**config.mk**
```make
export PLATFORM = sky130hd
export DESIGN_NAME = cs_window_filter
export DESIGN_NICKNAME = d
export VERILOG_FILES = /design/src/rtl/cs_window_filter.sv
export SDC_FILE = /design/constraint.sdc
export NUM_CORES = 1
export LEC_CHECK = 0
export ABC_AREA = 0
export CORE_MARGIN = 4
export CORE_UTILIZATION = 41
export DETAILED_ROUTE_END_ITERATION = 8
export PLACE_DENSITY_LB_ADDON = 0.1
export SYNTH_ARGS = -nofsm -noshare
export SYNTH_HDL_FRONTEND = slang
export SYNTH_SLANG_ARGS = --single-unit
```
**constraint.sdc**
```tcl
create_clock -name clk -period 49 [get_ports clk]
set_input_delay 4.9 -clock clk [delete_from_list [all_inputs] [get_ports clk]]
set_output_delay 4.9 -clock clk [all_outputs]
set_load 0.05 [all_outputs]
```
**src/rtl/cs_window_filter.sv**
```systemverilog
// Sliding-window approximate-average filter.
// A DEPTH-sample window plus running sum feeds a two-stage pipeline:
// stage A derives the floor average and the approximate average, and
// stage B forms the scaled, saturated Y. Results appear 2 cycles after accept.
module cs_window_filter #(
  parameter int DW    = 8,
  parameter int DEPTH = 9,
  parameter int SHIFT = 3,
  parameter int YW    = 10
) (
  input  logic          clk,
  input  logic          reset,
  input  logic          in_valid,
  input  logic [DW-1:0] X,
  input  logic          flush,
  input  logic          mode,
  output logic          out_valid,
  output logic [YW-1:0] Y,
  output logic [DW-1:0] appr,
  output logic [DW-1:0] avg
);

  localparam int SW = DW + $clog2(DEPTH);      // running sum width
  localparam int FW = $clog2(DEPTH + 1);       // fill counter width
  localparam int NW = SW + 1;                  // SUM + DEPTH*value < 2*DEPTH*2^DW
  localparam int CW = ((NW > YW) ? NW : YW) + 1;
  localparam logic [CW-1:0] YMAX = {{(CW-YW){1'b0}}, {YW{1'b1}}};

  // window storage and accept stage
  logic [DEPTH-1:0][DW-1:0] win_q, win_d;
  logic [SW-1:0]            sum_q, sum_d;
  logic [FW-1:0]            fill_q, fill_d;
  logic                     mode_q;
  logic [1:0]               vld_q;             // [0]: accept stage, [1]: stage A
  logic                     accept;

  // stage A registers
  logic [DW-1:0] avg_a_q, appr_a_q;
  logic [SW-1:0] sum_a_q;
  logic          mode_a_q;
  logic [DW-1:0] avg_c, appr_c;

  // stage B registers / combinational result
  logic          out_valid_q;
  logic [YW-1:0] y_q, y_d;
  logic [DW-1:0] appr_q, avg_q;
  logic [DW-1:0] sel_c;
  logic [NW-1:0] n_c, nsh_c;

  // flush always wins over a sample presented in the same cycle
  assign accept = in_valid & ~flush;

  // next window: shift toward entry 0 (oldest), new sample in the top slot
  always_comb begin
    win_d  = win_q;
    sum_d  = sum_q;
    fill_d = fill_q;
    if (accept) begin
      for (int i = 0; i < DEPTH-1; i++) win_d[i] = win_q[i+1];
      win_d[DEPTH-1] = X;
      sum_d = sum_q + SW'(X) - SW'(win_q[0]);
      if (fill_q != FW'(DEPTH)) fill_d = fill_q + FW'(1);
    end
  end

  // window, sum, fill counter, captured mode and valid pipeline
  always_ff @(posedge clk or posedge reset) begin
    if (reset) begin
      win_q  <= '0;
      sum_q  <= '0;
      fill_q <= '0;
      mode_q <= 1'b0;
      vld_q  <= '0;
    end else if (flush) begin
      win_q  <= '0;
      sum_q  <= '0;
      fill_q <= '0;
      vld_q  <= '0;
    end else begin
      win_q    <= win_d;
      sum_q    <= sum_d;
      fill_q   <= fill_d;
      if (accept) mode_q <= mode;
      vld_q[0] <= accept && (fill_d == FW'(DEPTH));
      vld_q[1] <= vld_q[0];
    end
  end

  // floor average and largest window entry not above it; min <= floor(mean)
  // guarantees a candidate exists, so starting the search at 0 is safe
  always_comb begin
    avg_c  = DW'(sum_q / SW'(DEPTH));
    appr_c = '0;
    for (int i = 0; i < DEPTH; i++)
      if (win_q[i] <= avg_c && win_q[i] > appr_c) appr_c = win_q[i];
  end

  // stage A: register average, approximate average and forwarded context
  always_ff @(posedge clk or posedge reset) begin
    if (reset) begin
      avg_a_q  <= '0;
      appr_a_q <= '0;
      sum_a_q  <= '0;
      mode_a_q <= 1'b0;
    end else begin
      avg_a_q  <= avg_c;
      appr_a_q <= appr_c;
      sum_a_q  <= sum_q;
      mode_a_q <= mode_q;
    end
  end

  // Y numerator, shift and saturation
  always_comb begin
    sel_c = mode_a_q ? avg_a_q : appr_a_q;
    n_c   = NW'(sum_a_q) + NW'(DEPTH) * NW'(sel_c);
    nsh_c = n_c >> SHIFT;
    if (CW'(nsh_c) > YMAX) y_d = '1;
    else                   y_d = YW'(nsh_c);
  end

  // stage B: outputs update only on a valid result, otherwise hold
  always_ff @(posedge clk or posedge reset) begin
    if (reset) begin
      out_valid_q <= 1'b0;
      y_q         <= '0;
      appr_q      <= '0;
      avg_q       <= '0;
    end else if (flush) begin
      out_valid_q <= 1'b0;
    end else begin
      out_valid_q <= vld_q[1];
      if (vld_q[1]) begin
        y_q    <= y_d;
        appr_q <= appr_a_q;
        avg_q  <= avg_a_q;
      end
    end
  end

  assign out_valid = out_valid_q;
  assign Y         = y_q;
  assign appr      = appr_q;
  assign avg       = avg_q;

endmodule

```
==> results of run 1 <==
## state kept, by name, summed over array words and instances, names as in the netlist
| register | cells |
|---|---|
| Y | 10 |
| out_valid | 1 |
| vld_q | 2 |
| appr | 8 |
| mode_q | 1 |
| mode_a_q | 1 |
| win_q | 72 |
| fill_q | 4 |
| sum_a_q | 12 |
| sum_q | 12 |
| avg | 8 |
| appr_a_q | 8 |
| avg_a_q | 8 |
## cell type report
class | instances | area [um2] | area share (%)
timing repair buffer | 46 | 437.9 | 3.089
sequential | 147 | 3679 | 25.94
multi-input combinational | 1117 | 8458 | 59.65
clock buffer | 21 | 460.4 | 3.247
tap | 396 | 495.5 | 3.495
clock inverter | 11 | 140.1 | 0.9883
inverter | 134 | 508.0 | 3.583
## stage by stage
stage	hold slack [ns]	setup WS, ns
detailed placement	0.3758	21.98
finish	0.3914	21.84
global route	0.4134	19.10
CTS	0.3911	21.97
global placement	0.3851	22.77
floorplan	0.3501	25.80
## cells by family (layout without fill, tap and decap cells)
group / Yosys count / count (layout)
xor+xnor: 46 / 46
flops: 147 / 147
compound gates: 318 / 318
mux: 133 / 133
simple gates: 441 / 441
fa+ha+maj: 179 / 179
buf+inv: 178 / 212
## worst min-delay path by stage
stage	start	to	cells after the start
3_3_place_gp	mode_q	mode_a_q	0
2_1_floorplan	mode_q	mode_a_q	0
4_1_cts	mode_q	mode_a_q	0
6_report	mode_q	mode_a_q	0
3_5_place_dp	mode_q	mode_a_q	0
5_1_grt	mode_q	mode_a_q	0
## layer usage
layer  track usage [%]  up-vias
met5                 0        -
met4             6.371        0
met3             3.201       53
met2             34.57      213
met1             29.43     4997
li1                  -     5147
## synth_stat cells (16+ instances only)
cell	instances	area (um2)
sky130_fd_sc_hd__a21o_1	21	157.7
sky130_fd_sc_hd__a21oi_1	74	370.4
sky130_fd_sc_hd__clkbuf_1	29	108.9
sky130_fd_sc_hd__dfrtp_1	147	3679
sky130_fd_sc_hd__ha_1	165	2064
sky130_fd_sc_hd__inv_1	133	499.2
sky130_fd_sc_hd__mux2_2	31	349.1
sky130_fd_sc_hd__mux2i_1	99	991.0
sky130_fd_sc_hd__nand2_1	136	510.5
sky130_fd_sc_hd__nand2b_1	16	100.1
sky130_fd_sc_hd__nand3_1	25	125.1
sky130_fd_sc_hd__nand4_1	21	131.4
sky130_fd_sc_hd__nor2_1	141	529.3
sky130_fd_sc_hd__nor2b_1	22	137.6
sky130_fd_sc_hd__nor3_1	16	80.08
sky130_fd_sc_hd__o21a_1	17	127.6
sky130_fd_sc_hd__o21ai_0	64	320.3
sky130_fd_sc_hd__xnor2_1	31	271.5
==> impl_metrics.env, run 1 <==
export IMPL_total_length_of_routed_met2_wires_mm=16.33
export IMPL_regToRegSetupSlack_ns=21.84
export IMPL_ctsHoldBuffers=0
export IMPL_vias_per_cell=5.561
export IMPL_grt_antenna_before_repair=0
export IMPL_worst_path_most_repeated_cell="sky130_fd_sc_hd__ha_1"
export IMPL_grtUsageTotal_pct=21.26
export IMPL_slew_headroom_pct=20.60
export IMPL_worstSetupEndpoint="appr_a_q[1]"
export IMPL_layout_common_cells="sky130_fd_sc_hd__ha_1 (165), sky130_fd_sc_hd__dfrtp_1 (147), sky130_fd_sc_hd__nor2_1 (141), sky130_fd_sc_hd__nand2_1 (136), sky130_fd_sc_hd__inv_1 (132)"
export IMPL_setup_violations_final=0
export IMPL_first_pass_iters=7
export IMPL_synth_fp_nets=1633
export IMPL_synth_compound_gate_area_share_pct=17.46
export IMPL_syn_mean_instance_area_um2=8.888
export IMPL_data_required_time_at_the_worst_endpoint_ns=49.38
export IMPL_die_area_um2=34150
export IMPL_dp_cells=1840
export IMPL_worst_r2r_startpoint="sum_q[9]"
export IMPL_path_clk_slew_ns=0.07
export IMPL_main_combinational_cell_family_by_area_after_synthesis="adder cells"
export IMPL_timing_rr_end="appr_a_q[1]"
export IMPL_wl_per_cell_um=18.84
export IMPL_num_antenna_cells=0
export IMPL_worst_hold_check_path_type="reg -> reg"
export IMPL_htreeDepth=4
export IMPL_pin_count_of_the_biggest_net_entering_global_routing=79
export IMPL_cts_sinks=147
export IMPL_synth_seq_area_share_pct=28.70
export IMPL_met3_wirelength_mm=1.275
export IMPL_unrepaired_setup_endpoints_after_global_routing="false"
export IMPL_fp_dieH_um=184.8
export IMPL_design_area_um2=14180
export IMPL_postPlaceCellArea_um2=13580
export IMPL_synth_enable_flop_cells=0
export IMPL_synthAdderAreaFrac_pct=18.22
export IMPL_dp_final_hpwl_mm=26.28
export IMPL_worst_slew_pin_transition_ns=1.161
export IMPL_ys_seq_elements=147
export IMPL_rows=64
export IMPL_postSynthCellCount=1442
export IMPL_grt_pass1_wl_mm=57.40
export IMPL_cts_buffers=17
export IMPL_final_hold_viol_count=0
export IMPL_mostFrequentLayoutCell="sky130_fd_sc_hd__ha_1"
export IMPL_critPathTopFamily="compound AO/OA/AOI/OAI gates"
export IMPL_synth_area_um2=12820
export IMPL_global_route_overflow_total=0
export IMPL_start_kind="register"
export IMPL_floorplan_die_width_um=184.8
export IMPL_totalNegativeSetupSlack_ns=0
export IMPL_met1Wirelength_mm=16.83
export IMPL_critPathMaxFanout=17
export IMPL_finalWirelength_mm=35.26
export IMPL_crit_path_start="sum_q[9]"
export IMPL_drt_antenna_violating_nets=0
export IMPL_cts_repair_resized=0
export IMPL_synthMuxAreaShare_pct=10.79
export IMPL_max_clock_path_buffers=2
export IMPL_ff2ff_path_depth=108
export IMPL_placeableCoreArea_um2=30750
export IMPL_cp_end_kind="register"
export IMPL_status="completed"
export IMPL_ys_warnings_count=0
export IMPL_clk_latency_ns=0.46
export IMPL_drv_cap=0
export IMPL_clock_fmax_mhz=36.82
export IMPL_synth_lib_cells_used_distinct=97
export IMPL_flow_area_growth_from_synthesis_pct=10.63
export IMPL_vias=10410
export IMPL_post_route_min_period_ns=27.16
export IMPL_synth_ff_type="sky130_fd_sc_hd__dfrtp_1"
export IMPL_yosys_area_share_simple_pct=16.26
export IMPL_post_cts_repair_setup_buffers=0
export IMPL_clk_root_buffer_cell="sky130_fd_sc_hd__clkbuf_16"
export IMPL_cp_num_cells=108
export IMPL_pin_count=40
export IMPL_number_of_global_route_vias_before_repair=10410
export IMPL_utilization_pct=46.11
export IMPL_worstPathArrival_ns=27.54
export IMPL_gp_congestion=0.8989
export IMPL_place_port_buffers=39
export IMPL_drt_first_iter_violations=668
export IMPL_worstPathBufferInverterCount=8
export IMPL_dr_max_layer_used="met4"
export IMPL_clock_skew_final_ns=0.01912
export IMPL_detail_route_drc_violations=0
export IMPL_fillers=3053
export IMPL_timing_setup_critical_path_class="reg -> reg"
export IMPL_post_route_cells_drive_above_1_share_pct=7.724
export IMPL_delay_of_the_slowest_cell_on_the_worst_path_ns=0.98
export IMPL_final_period_utilization_pct=55.42
export IMPL_yosys_area_share_xor_xnor_pct=3.202
export IMPL_tritoncts_clock_tree="yes"
export IMPL_async_flop_share_pct=100.0
export IMPL_post_layout_nonfiller_instances=1872
export IMPL_final_max_slew_viol_count=0
export IMPL_cell_with_the_largest_stage_delay_on_the_worst_path="sky130_fd_sc_hd__a2111oi_0"
export IMPL_final_net_count=1654
export IMPL_initial_core_util_pct=41.68
Power of run 1 is not shown: default switching activity piles up to over one toggle a cycle in this logic, so the estimate is an artifact.
==> inputs of run 2 (changes only) <==
==> constraint.sdc (replaced) <==
create_clock -name clk -period 21.8 [get_ports clk]
set_input_delay 2.18 -clock clk [delete_from_list [all_inputs] [get_ports clk]]
set_output_delay 2.18 -clock clk [all_outputs]
set_load 0.05 [all_outputs]
==> run 2 against run 1 <==
  * Fmax up 30%
  * Die area unchanged
  * Hold slack better by 0.0050 ns
  * Critical path depth up 5
  * Via count up 3.7%
  * Final area up 11%
  * Register-to-register slack worse by 21 ns
  * Flip-flop and latch count unchanged
  * Clock skew down 0.0070 ns
==> impl_metrics.env, run 2 (same netlist as run 1, synthesis figures left out) <==
export IMPL_status="completed"
export IMPL_dp_cells=1881
export IMPL_cts_buffers=17
export IMPL_final_max_slew_viol_count=0
export IMPL_vias_per_cell=5.448
export IMPL_post_route_cells_drive_above_1_share_pct=20.69
export IMPL_tritoncts_clock_tree="yes"
export IMPL_initial_core_util_pct=41.68
export IMPL_pin_count=40
export IMPL_cell_with_the_largest_stage_delay_on_the_worst_path="sky130_fd_sc_hd__nor4_4"
export IMPL_fillers=2875
export IMPL_place_worst_setup_slack_ns=-0.8459
export IMPL_drv_cap=0
export IMPL_rows=64
export IMPL_post_route_min_period_ns=20.97
export IMPL_fp_dieH_um=184.8
export IMPL_final_net_count=1763
export IMPL_first_pass_iters=7
export IMPL_vias=10790
export IMPL_cp_end_kind="register"
export IMPL_die_area_um2=34150
export IMPL_critPathMaxFanout=7
export IMPL_num_antenna_cells=0
export IMPL_mostFrequentLayoutCell="sky130_fd_sc_hd__ha_1"
export IMPL_clock_fmax_mhz=47.70
export IMPL_clock_skew_final_ns=0.01214
export IMPL_reg_top3="win_q: 72 flops, sum_a_q: 12 flops, sum_q: 12 flops"
export IMPL_data_required_time_at_the_worst_endpoint_ns=22.16
export IMPL_flip_flop_count_of_the_largest_register_after_layout=72
export IMPL_area_sequential_um2=3679
export IMPL_placeableCoreArea_um2=30750
export IMPL_slew_headroom_pct=31.23
export IMPL_htreeDepth=4
export IMPL_wl_per_cell_um=17.96
export IMPL_worst_path_most_repeated_cell="sky130_fd_sc_hd__a21oi_2"
export IMPL_worst_hold_check_path_type="reg -> reg"
export IMPL_post_layout_nonfiller_instances=1981
export IMPL_grt_antenna_before_repair=0
export IMPL_path_clk_slew_ns=0.07
export IMPL_ctsHoldBuffers=0
export IMPL_flow_area_growth_from_synthesis_pct=23.23
export IMPL_final_period_utilization_pct=96.18
export IMPL_top_register="win_q"
export IMPL_start_kind="register"
export IMPL_detail_route_drc_violations=0
export IMPL_grtUsageTotal_pct=20.80
export IMPL_cts_sinks=147
export IMPL_timing_setup_critical_path_class="reg -> reg"
export IMPL_worstPathArrival_ns=21.33
export IMPL_clk_latency_ns=0.44
export IMPL_unrepaired_setup_endpoints_after_global_routing="true"
export IMPL_worst_slew_pin_transition_ns=1.031
export IMPL_final_critical_path_setup_slack_ns=0.8334
export IMPL_setup_violations_final=0
export IMPL_grt_pass1_wl_mm=56.70
export IMPL_drt_first_iter_violations=766
export IMPL_delay_of_the_slowest_cell_on_the_worst_path_ns=0.50
export IMPL_layout_common_cells="sky130_fd_sc_hd__ha_1 (153), sky130_fd_sc_hd__dfrtp_1 (147), sky130_fd_sc_hd__nor2_1 (137), sky130_fd_sc_hd__nand2_1 (131), sky130_fd_sc_hd__inv_1 (125)"
export IMPL_multiInputGateArea_um2=9223
export IMPL_dp_final_hpwl_mm=25.91
export IMPL_gp_congestion=0.8627
export IMPL_number_of_global_route_vias_before_repair=10560
export IMPL_global_route_overflow_total=0
export IMPL_pin_count_of_the_biggest_net_entering_global_routing=77
export IMPL_clk_root_buffer_cell="sky130_fd_sc_hd__clkbuf_16"
export IMPL_max_clock_path_buffers=2
export IMPL_holdWs_ns=0.3965
export IMPL_drt_antenna_violating_nets=0
export IMPL_finalWirelength_mm=35.57
export IMPL_final_hold_viol_count=0
export IMPL_place_port_buffers=39
export IMPL_utilization_pct=51.36
export IMPL_floorplan_die_width_um=184.8
run 2: stage by stage:
stage,cell area [um2],setup TNS [ns]
global placement,13990,-3.386
CTS,14790,0
global route,15790,-2.856
floorplan,12940,0
detailed placement,13990,-6.537
finish,15790,0
run 2: critical path, delay by kind of cell (launching register included):
kind	cells	cell delay, ns
AO/OA/AOI/OAI	58	10.59
XOR/XNOR	2	0.46
adder cells (fa/ha/maj)	11	2.58
buffers and inverters	13	1.41
flip-flops	1	0.43
multiplexers	5	1.49
AND/OR/NAND/NOR	24	3.90
run 2: path summary, 6_finish.rpt:
kind                                start     endpoint  slack [ns]  depth (start not counted)
worst max-delay path            sum_q[10]  appr_a_q[1]        0.83                        113
worst min-delay path               mode_q     mode_a_q        0.40                          0
worst max register to register  sum_q[10]  appr_a_q[1]        0.83                        113
worst min register to register     mode_q     mode_a_q        0.40                          0
max in group asynchronous           reset    win_q[17]       18.02                          3
min in group asynchronous           reset   sum_a_q[4]        2.25                          2
run 2: final cells by class:
cell class,count,area share [%]
multi-input combinational,1118,58.40
sequential,147,23.29
timing repair buffer,154,8.073
inverter,134,3.232
tap,396,3.137
clock buffer,18,2.717
clock inverter,14,1.149
run 2: per-layer routing:
metal  global-route usage, %  wire length [um]
met1                   27.57             16480
met5                       0                 0
met2                   35.64             17340
met3                   2.985               796
met4                   5.755               947
run 2: timing repair:
item	4_1_cts	5_1_grt
buffers inserted	7	61
cloned	0	1
pin swaps	13	84
setup endpoints to repair	8	8
gates resized for setup	32	126
Power of run 2 is left out for the same reason.
==> inputs of run 3 (changes only) <==
--- a/config.mk
+++ b/config.mk
@@ -9,6 +9,7 @@
 export CORE_MARGIN = 4
 export CORE_UTILIZATION = 41
 export DETAILED_ROUTE_END_ITERATION = 8
+export DONT_BUFFER_PORTS = 1
 export PLACE_DENSITY_LB_ADDON = 0.1
 export SYNTH_ARGS = -nofsm -noshare
 export SYNTH_HDL_FRONTEND = slang
==> constraint.sdc (replaced) <==
create_clock -name clk -period 22.4 [get_ports clk]
set_input_delay 2.24 -clock clk [delete_from_list [all_inputs] [get_ports clk]]
set_output_delay 2.24 -clock clk [all_outputs]
set_load 0.05 [all_outputs]
==> run 3 against run 2 <==
  * Hold slack got worse by 0.015 ns
  * Global-route usage barely moved
  * Via count shrank 3.0%
  * Register-to-register slack improved by 0.29 ns
  * Routed wire length decreased by 0.11%
  * Sequential share of layout area up 1.7 points
  * Setup slack better by 0.29 ns
  * Cell count down 4.2%
  * Final area shrank 6.6%
  * Utilization down 3.4 points
  * Flip-flop and latch count stayed put
==> impl_metrics.env, run 3 (same netlist as run 1, synthesis figures left out) <==
export IMPL_gp_congestion=0.8569
export IMPL_worstHoldEndpoint="mode_a_q"
export IMPL_critPathMaxFanout=9
export IMPL_layout_common_cells="sky130_fd_sc_hd__ha_1 (164), sky130_fd_sc_hd__dfrtp_1 (145), sky130_fd_sc_hd__nor2_1 (136), sky130_fd_sc_hd__nand2_1 (135), sky130_fd_sc_hd__inv_1 (130)"
export IMPL_worstPathBufferInverterCount=13
export IMPL_post_route_min_period_ns=21.28
export IMPL_status="completed"
export IMPL_critPathTopFamily="compound AO/OA/AOI/OAI gates"
export IMPL_regToRegSetupSlack_ns=1.12
export IMPL_wl_per_cell_um=18.73
export IMPL_vias_per_cell=5.518
export IMPL_setup_violations_final=0
export IMPL_number_of_global_route_vias_before_repair=10140
export IMPL_fp_dieH_um=184.8
export IMPL_flow_area_growth_from_synthesis_pct=15.08
export IMPL_slew_headroom_pct=33.15
export IMPL_cell_with_the_largest_stage_delay_on_the_worst_path="sky130_fd_sc_hd__or4b_4"
export IMPL_reg_top3="win_q: 72 flops, sum_a_q: 12 flops, sum_q: 12 flops"
export IMPL_first_pass_iters=5
export IMPL_initial_core_util_pct=41.68
export IMPL_grt_antenna_before_repair=0
export IMPL_cts_buffers=17
export IMPL_design_area_um2=14750
export IMPL_totalNegativeSetupSlack_ns=0
export IMPL_hold_path_startpoint="mode_q"
export IMPL_detail_route_drc_violations=0
export IMPL_top_register="win_q"
export IMPL_drt_first_iter_violations=760
export IMPL_htreeDepth=4
export IMPL_dp_cells=1838
export IMPL_clk_latency_ns=0.45
export IMPL_worst_slew_pin_transition_ns=1.003
export IMPL_clock_skew_final_ns=0.009630
export IMPL_final_period_utilization_pct=94.98
export IMPL_grt_pass1_wl_mm=56.28
export IMPL_worst_hold_check_path_type="reg -> reg"
export IMPL_global_route_overflow_total=0
export IMPL_mostFrequentLayoutCell="sky130_fd_sc_hd__ha_1"
export IMPL_die_area_um2=34150
export IMPL_num_antenna_cells=0
export IMPL_drv_cap=0
export IMPL_final_net_count=1679
export IMPL_path_clk_slew_ns=0.07
export IMPL_flip_flop_count_of_the_largest_register_after_layout=72
export IMPL_worst_path_most_repeated_cell="sky130_fd_sc_hd__ha_1"
export IMPL_hold_path_depth=0
export IMPL_ctsHoldBuffers=0
export IMPL_max_clock_path_buffers=2
export IMPL_clk_root_buffer_cell="sky130_fd_sc_hd__clkbuf_16"
export IMPL_worst_r2r_startpoint="sum_q[10]"
export IMPL_cp_end_kind="register"
export IMPL_pin_count_of_the_biggest_net_entering_global_routing=92
export IMPL_drt_antenna_violating_nets=0
export IMPL_tritoncts_clock_tree="yes"
export IMPL_place_port_buffers=0
export IMPL_dp_final_hpwl_mm=25.63
export IMPL_worstPathArrival_ns=21.64
export IMPL_pin_count=40
export IMPL_grtUsageTotal_pct=20.79
export IMPL_final_hold_viol_count=0
export IMPL_utilization_pct=47.97
export IMPL_postPlaceCellArea_um2=13510
export IMPL_start_kind="register"
export IMPL_timing_rr_end="appr_a_q[1]"
export IMPL_post_layout_nonfiller_instances=1897
export IMPL_ff2ff_path_depth=111
export IMPL_fillers=2965
export IMPL_vias=10470
export IMPL_finalWirelength_mm=35.53
export IMPL_placeableCoreArea_um2=30750
export IMPL_delay_of_the_slowest_cell_on_the_worst_path_ns=0.47
export IMPL_clock_fmax_mhz=47.00
export IMPL_data_required_time_at_the_worst_endpoint_ns=22.77
export IMPL_timing_setup_critical_path_class="reg -> reg"
export IMPL_final_max_slew_viol_count=0
export IMPL_post_route_cells_drive_above_1_share_pct=16.06
export IMPL_floorplan_die_width_um=184.8
export IMPL_cts_sinks=147
export IMPL_rows=64
run 3: changes by cell type in the layout (fill, tap and decap cells not counted), moves of 7 or more:
cell | before | now
sky130_fd_sc_hd__a21oi_1 | 57 | 65
sky130_fd_sc_hd__clkdlybuf4s50_1 | 37 | 0
sky130_fd_sc_hd__ha_4 | 9 | 1
sky130_fd_sc_hd__a21oi_2 | 17 | 10
sky130_fd_sc_hd__mux2_2 | 24 | 31
sky130_fd_sc_hd__ha_1 | 153 | 164
sky130_fd_sc_hd__buf_4 | 110 | 67
sky130_fd_sc_hd__mux2_4 | 8 | 1
run 3: how the worst max path moves through the flow:
stage                       end  slack [ns]  cells after the start       from
finish              appr_a_q[1]        1.12                    111  sum_q[10]
global route        appr_a_q[1]       -0.17                    114  sum_q[10]
CTS                 appr_a_q[4]        0.04                    114  sum_q[10]
detailed placement  appr_a_q[4]       -0.60                    105   sum_q[9]
global placement    appr_a_q[5]       0.006                    115  sum_q[10]
floorplan           appr_a_q[0]       0.003                    116   sum_q[9]
run 3: cell type report:
type / instances / area [um2] / area share [%]
clock buffer: 18 / 429.2 / 2.910
clock inverter: 14 / 168.9 / 1.145
inverter: 134 / 510.5 / 3.461
multi-input combinational: 1118 / 8927 / 60.53
sequential: 147 / 3681 / 24.96
tap: 396 / 495.5 / 3.359
timing repair buffer: 70 / 536.8 / 3.639
run 3: what timing repair did:
action	4_1_cts	5_1_grt
resized for setup	18	86
pin swaps	4	28
cloned	0	1
endpoints found under the setup margin	8	8
buffers inserted	7	20
run 3: per-stage QoR:
stage | hold WS (ns) | worst slack (ns)
final | 0.3819 | 1.124
after global placement | 0.3629 | 0.005720
after global routing | 0.3979 | -0.1742
after CTS | 0.3864 | 0.04287
after floorplan | 0.3501 | 0.002915
after detailed placement | 0.3706 | -0.6050
run 3: worst register-to-register path, delay by kind of cell (launching register included):
kind	cells	cell delay, ns
compound gates	55	10.57
simple gates	25	4.08
xor+xnor	2	0.19
flops	1	0.45
buf+inv	13	1.49
fa+ha+maj	12	3.10
mux	4	1.33
run 3: layer usage:
layer	vias to the layer above	track usage, %	wire, um
li1	5203	-	-
met1	5056	28.15	16630
met2	163	34.79	17090
met3	45	3.594	1167
met4	0	5.050	646
met5	-	0	0
Power of run 3 is left out for the same reason.
